File: config.mk
export PLATFORM = sky130hd
export DESIGN_NAME = prog_freq_divider_flat
export DESIGN_NICKNAME = d
export VERILOG_FILES = /design/src/rtl/division_pkg.sv /design/src/rtl/prog_freq_divider_if.sv /design/src/rtl/div_period_counter.sv /design/src/rtl/prog_freq_divider.sv /design/src/flat_wrapper.sv
export SDC_FILE = /design/constraint.sdc
export NUM_CORES = 1
export LEC_CHECK = 0
export CAP_MARGIN = 20
export CORE_ASPECT_RATIO = 1.4
export CORE_MARGIN = 1
export CORE_UTILIZATION = 50
export CTS_BUF_LIST = sky130_fd_sc_hd__clkbuf_4 sky130_fd_sc_hd__clkbuf_8
export DETAILED_ROUTE_END_ITERATION = 12
export PLACE_DENSITY = 0.68
export SLEW_MARGIN = 30
export SYNTH_ARGS = -nofsm -noshare
export SYNTH_HDL_FRONTEND = slang
export SYNTH_SLANG_ARGS = --single-unit
File: constraint.sdc
create_clock -name clk -period 8.7 [get_ports clk]
set_clock_uncertainty 0.1 [all_clocks]
set_input_delay 0.87 -clock clk [delete_from_list [all_inputs] [get_ports clk]]
set_output_delay 0.87 -clock clk [all_outputs]
set_load 0.01 [all_outputs]
File: src/rtl/division_pkg.sv
// Shared types for the division devices group: divider FSM states and the
// divisor value that means "stop".
package division_pkg;

    typedef enum logic {
        DIV_IDLE,
        DIV_RUN
    } div_state_e;

    localparam int unsigned DIV_STOP = 0;

endpackage

File: src/rtl/prog_freq_divider_if.sv
// Control/status bundle of the programmable divider: count enable, divisor
// handshake and the divided outputs.
interface prog_freq_divider_if #(
    parameter int WIDTH = 8
);
    logic             en;
    logic             div_valid;
    logic             div_ready;
    logic [WIDTH-1:0] div_value;
    logic [WIDTH-1:0] count;
    logic             tick;
    logic             out_div;
    logic             running;

    modport master (
        output en, div_valid, div_value,
        input  div_ready, count, tick, out_div, running
    );

    modport slave (
        input  en, div_valid, div_value,
        output div_ready, count, tick, out_div, running
    );
endinterface

File: src/rtl/div_period_counter.sv
// Modulo counter: advances on en, returns to 0 after reaching term, and
// flags that terminal cycle on wrap.
module div_period_counter #(
    parameter int WIDTH = 8
) (
    input  logic             clk,
    input  logic             rst_n,
    input  logic             en,
    input  logic             clr,
    input  logic [WIDTH-1:0] term,
    output logic [WIDTH-1:0] count,
    output logic             wrap
);

    assign wrap = en && !clr && (count == term);

    // NOTE: clocked state uses non-blocking assignments so every register
    // samples pre-edge values regardless of process ordering.
    always_ff @(posedge clk or negedge rst_n) begin
        if (!rst_n) begin
            count <= '0;
        end else if (clr) begin
            count <= '0;
        end else if (en) begin
            count <= wrap ? '0 : count + WIDTH'(1);
        end
    end

endmodule

File: src/rtl/prog_freq_divider.sv
// Programmable divide-by-N: divisor handshake with a one-deep pending slot,
// IDLE/RUN control, registered terminal tick and near-50% divided waveform.
module prog_freq_divider
    import division_pkg::*;
#(
    parameter int WIDTH = 8
) (
    input  logic                 clk,
    input  logic                 rst_n,
    prog_freq_divider_if.slave   bus
);

    div_state_e       state, state_next;
    logic [WIDTH-1:0] cur_div, cur_div_next;
    logic             pending_valid, pending_valid_next;
    logic [WIDTH-1:0] pending_div, pending_div_next;
    logic             tick, tick_next;
    logic             out_div, out_div_next;

    logic [WIDTH-1:0] count;
    logic [WIDTH-1:0] count_next;
    logic             wrap;
    logic             run_en;
    logic             accept;

    // High phase covers counts below ceil(d/2); one extra bit keeps d+1 from overflowing.
    function automatic logic high_phase(input logic [WIDTH-1:0] c, input logic [WIDTH-1:0] d);
        logic [WIDTH:0] half;
        half = ({1'b0, d} + (WIDTH+1)'(1)) >> 1;
        return {1'b0, c} < half;
    endfunction

    assign run_en = bus.en && (state == DIV_RUN);
    assign accept = bus.div_valid && !pending_valid;

    div_period_counter #(.WIDTH(WIDTH)) u_counter (
        .clk   (clk),
        .rst_n (rst_n),
        .en    (run_en),
        .clr   (state == DIV_IDLE),
        .term  (cur_div - WIDTH'(1)),
        .count (count),
        .wrap  (wrap)
    );

    // NOTE: every variable gets a default before the case so no latch is inferred.
    always_comb begin
        state_next         = state;
        cur_div_next       = cur_div;
        pending_valid_next = pending_valid;
        pending_div_next   = pending_div;
        tick_next          = 1'b0;
        out_div_next       = out_div;
        count_next         = wrap ? '0 : count + WIDTH'(1);

        if (accept) begin
            pending_valid_next = 1'b1;
            pending_div_next   = bus.div_value;
        end

        case (state)
            DIV_IDLE: begin
                out_div_next = 1'b0;
                if (pending_valid) begin
                    pending_valid_next = 1'b0;
                    if (pending_div != WIDTH'(DIV_STOP)) begin
                        state_next   = DIV_RUN;
                        cur_div_next = pending_div;
                        tick_next    = 1'b1;
                        out_div_next = high_phase('0, pending_div);
                    end
                end
            end
            DIV_RUN: begin
                if (bus.en) begin
                    tick_next = wrap;
                    // Divisor changes only at the wrap, so the waveform never glitches.
                    if (wrap && pending_valid) begin
                        pending_valid_next = 1'b0;
                        cur_div_next       = pending_div;
                    end
                    if (wrap && pending_valid && pending_div == WIDTH'(DIV_STOP)) begin
                        state_next   = DIV_IDLE;
                        tick_next    = 1'b0;
                        out_div_next = 1'b0;
                    end else begin
                        out_div_next = high_phase(count_next, cur_div_next);
                    end
                end
            end
            default: state_next = DIV_IDLE;
        endcase
    end

    always_ff @(posedge clk or negedge rst_n) begin
        if (!rst_n) begin
            state         <= DIV_IDLE;
            cur_div       <= '0;
            pending_valid <= 1'b0;
            pending_div   <= '0;
            tick          <= 1'b0;
            out_div       <= 1'b0;
        end else begin
            state         <= state_next;
            cur_div       <= cur_div_next;
            pending_valid <= pending_valid_next;
            pending_div   <= pending_div_next;
            tick          <= tick_next;
            out_div       <= out_div_next;
        end
    end

    assign bus.div_ready = !pending_valid;
    assign bus.count     = count;
    assign bus.tick      = tick;
    assign bus.out_div   = out_div;
    assign bus.running   = (state == DIV_RUN);

endmodule

File: src/flat_wrapper.sv
// flat-port wrapper written by rule: the top's interface ports become plain ports
module prog_freq_divider_flat import division_pkg::*;
#(
    parameter int WIDTH = 8
)
  (clk, rst_n, bus_en, bus_div_valid, bus_div_value, bus_div_ready, bus_count, bus_tick, bus_out_div, bus_running);
  prog_freq_divider_if #(.WIDTH(WIDTH)) bus_i ();
  input  logic clk;
  input  logic rst_n;
  input wire logic [$bits(bus_i.en)-1:0] bus_en;
  input wire logic [$bits(bus_i.div_valid)-1:0] bus_div_valid;
  input wire logic [$bits(bus_i.div_value)-1:0] bus_div_value;
  output wire logic [$bits(bus_i.div_ready)-1:0] bus_div_ready;
  output wire logic [$bits(bus_i.count)-1:0] bus_count;
  output wire logic [$bits(bus_i.tick)-1:0] bus_tick;
  output wire logic [$bits(bus_i.out_div)-1:0] bus_out_div;
  output wire logic [$bits(bus_i.running)-1:0] bus_running;
  assign bus_i.en = bus_en;
  assign bus_i.div_valid = bus_div_valid;
  assign bus_i.div_value = bus_div_value;
  assign bus_div_ready = bus_i.div_ready;
  assign bus_count = bus_i.count;
  assign bus_tick = bus_i.tick;
  assign bus_out_div = bus_i.out_div;
  assign bus_running = bus_i.running;
  prog_freq_divider #(.WIDTH(WIDTH)) u_core (.clk(clk), .rst_n(rst_n), .bus(bus_i));
endmodule
==> summary.md <==
| Metric | Value |
|---|---|
| Average routed wire per standard cell | `18.4 um` |
| Leak | `1.10 nW` |
| Launch instance of the worst register-to-register path | `u_core.cur_div[0]` |
| Slew headroom | `49.1%` |
| Most instantiated library cell after synthesis | `dfrtp_1` |
| Reported max-cap violation count | `0` |
| Number of synthesized register bits | `28` |
| Worst slew pin tran | `763 ps` |
| Number of buffers added on ports | `23` |
| Aggregate routed wire length | `6.41 mm` |
| Detailed placement HPWL | `4.63 mm` |
| Setup Viol. Count Final | `0` |
| Post-CTS clock slew at the launch and capture registers of the worst setup and hold paths | `100 ps` |
| Netlist area before placement | `2460 um2` |
| Routed wire length on met2 | `3.24 mm` |
| Sequential area share after synthesis | `28.5%` |
| Drt initial violations | `106` |
| Total number of nets in the final design | `311` |
| Share of final-layout standard cells stronger than drive strength 1 | `8.39%` |
| Post-synthesis area per instance | `8.71 um2` |
| CP required | `8800 ps` |
| Number of global-route vias before repair | `2146` |
| Power per unit of standard cell area | `308 nW/um2` |
| Clock Path Buffers | `2` |
| Wire length on met3 | `276 um` |
| Setup slack of the most critical reg-to-reg path | `3940 ps` |
| Synthesized Nets | `306` |
| Number of vias after detailed routing | `2145` |
| FFs w/ async S/R, synth | `100%` |
| Count of antenna-violating nets left after detailed routing | `0` |
| Worst ir drop on vdd | `0.184 mV` |
| Initial antenna violation count | `0` |
| Final clock period utilization by the worst path | `57.4%` |
| Final antenna diode count | `0` |
| Die outline height | `84.9 um` |
| Fraction of synthesized cell area taken by the top area cell type | `28.5%` |
| Maximum fanout along the worst path | `10` |
| Number of clock sinks | `28` |
| Initial Utilization | `53.3%` |
| Core Box Area | `4610 um2` |
| Top cells by count, synth | `dfrtp_1, nor2_1, xnor2_1, nand2_1, nand3_1` |
| Status | `finished, final reports clean` |
| Global placement routability congestion | `0.931` |
| Critical Path End Type | `flop` |
| Worst slack at placement | `3490 ps` |
| Fmax achieved | `0.200 GHz` |
| Post-route DRC | `0` |
| Number of clock buffers inserted by TritonCTS | `3` |
| First-pass detailed-route iteration total | `4` |
| Path type of the worst min-delay path | `flop to flop` |
| Gates resized, CTS repair | `0` |
| Wire length of the first global-routing pass | `10.7 mm` |
| Final Max Slew Viols | `0` |
| RSZ-0062 raised after global routing | `no` |
| Total instance count after detailed placement | `344` |
| Maximum number of pins on one net before global-route repair | `29` |
| Depth of the worst register-to-register path | `16` |
| Path type of the worst setup path | `primary input to flop` |
| Overflow left after global routing | `0` |
| Post-CTS setup buffer count | `0` |
| Top layer in use | `met4` |
| H-Tree Depth | `1` |
| GRT Total Usage | `27.5%` |
| Total number of placement rows | `29` |
| Die area | `5200 um2` |
| Hold EP | `u_core.bus.out_div` |
| Flip-flop cell with the highest count after synthesis | `dfrtp_1` |
| Hold wc startpoint | `u_core.bus.out_div` |
| Most area-hungry cell type in the Yosys netlist | `dfrtp_1` |
| Hold Path Cell Cnt | `2` |
| Synthesized instance count | `282` |
| I/O pin total | `24` |
| TNS Setup | `0 ps` |
| Number of enable-type register cells in the synthesized netlist | `0` |
| Clock Latency Late Sink | `290 ps` |
| Growth of design area from synthesis to finish | `10.3%` |
| Critical register-to-register path endpoint | `u_core.bus.out_div` |
| Fill count | `407` |
| Count of final hold-check violations | `0` |
| Routed via count divided by cell count | `6.16` |
| Largest cells by area after synthesis | `dfrtp_1, xnor2_1, ha_1` |
| Element type at the critical path start | `primary input` |
| Routed met1 length | `2.66 mm` |
| Die Width | `61.2 um` |
| # hold bufs at CTS | `0` |
| Min setup slack post-route | `3710 ps` |
| Non-filler instance count after layout | `348` |
| Root buffer cell | `clkbuf_8` |
| Data arrival time of the critical path | `5100 ps` |
| TritonCTS clock tree | `built` |
| Number of unique standard cell types used by synthesis | `50` |
| Number of warnings reported in the yosys synthesis log | `0` |
| Minimum clock period | `4990 ps` |
-- where the power goes --
group,total [W],switching [W],internal (W),leakage (nW)
Combinational,0.000439,0.000224,0.000216,0.738
Clock,0.000105,0.0000431,0.0000617,0.0357
Sequential,0.000290,0.000115,0.000175,0.327
-- registers in the layout, summed over array words and instances (netlist names) --
register,count
u_core.bus.tick,1
u_core.bus.out_div,1
u_core.u_counter.count,8
u_core.pending_valid,1
u_core.cur_div,8
u_core.pending_div,8
u_core.bus.running,1
-- layout make-up --
type / instances / area (um2) / share of cell area [%]
flip-flops and latches: 28 / 701 / 25.9
repair buffers: 24 / 238 / 8.78
clock inverters: 1 / 30.0 / 1.11
multi-input cells: 219 / 1580 / 58.3
inverters: 11 / 41.3 / 1.52
clock buffers: 3 / 41.3 / 1.52
well taps: 62 / 77.6 / 2.86
-- metal layers --
metal  up-vias  global-route usage (%)
met1      1027                    34.5
met5         -                       0
met4         0                    13.6
met2        69                    45.3
met3        17                    3.20
li1       1032                       -
-- worst max path at each step --
stage	from	to	slack [ps]	depth (start not counted)
2_1_floorplan	bus_en	u_core.bus.out_div	4550	17
3_3_place_gp	bus_en	u_core.bus.out_div	3660	15
3_5_place_dp	bus_en	u_core.bus.out_div	3490	15
4_1_cts	bus_en	u_core.bus.out_div	3790	15
5_1_grt	bus_en	u_core.bus.out_div	3430	15
6_report	bus_en	u_core.bus.out_div	3710	15
-- critical path, cell delays in order --
cell,delay [ps]
clkdlybuf4s50_1,680
nand2_1,270
nor4_4,420
and3_1,490
nand3_4,210
mux2i_1,250
ha_1,340
nand2b_1,80
a2111oi_0,430
nor2_1,80
ha_1,310
nor2b_1,130
o21ai_0,140
o2111ai_1,140
o31ai_1,240
-- through the flow --
step | hold WS (ps) | total power, W | cell area (um2) | utilization (%)
6_report | 445 | 0.000834 | 2710 | 58.8
5_1_grt | 486 | 0.000903 | 2710 | 58.8
4_1_cts | 444 | 0.000834 | 2710 | 58.8
3_5_place_dp | 414 | 0.000725 | 2640 | 57.2
3_3_place_gp | 426 | 0.000714 | 2640 | 57.2
2_1_floorplan | 445 | 0.000603 | 2460 | -
-- cells by family after synthesis --
logic type / synth area share, %
xor gates and xnor gates: 7.84
DFF: 28.5
and+or+nand+nor: 25.0
adders and majority gates: 6.11
AOI/OAI and AO/OA: 17.0
buffers and inverters: 7.13
muxes: 8.46
-- placed cells by master (no fill, tap or decap), types with 3 or more instances in the layout --
cell,instances
a21oi_1,11
a2bb2oi_1,3
a31oi_1,8
a32oi_1,4
and3_1,5
clkbuf_8,3
clkdlybuf4s50_1,23
dfrtp_1,28
ha_1,12
inv_1,11
mux2_2,6
mux2i_1,11
nand2_1,17
nand2b_1,7
nand3_1,17
nand4_1,6
nor2_1,18
nor2b_1,8
nor3_1,6
nor4_1,4
o211ai_1,6
o21ai_0,11
o22ai_1,4
o31ai_1,5
xnor2_1,18
xor2_1,4
No activity file was read; power rests on OpenSTA's default activity.
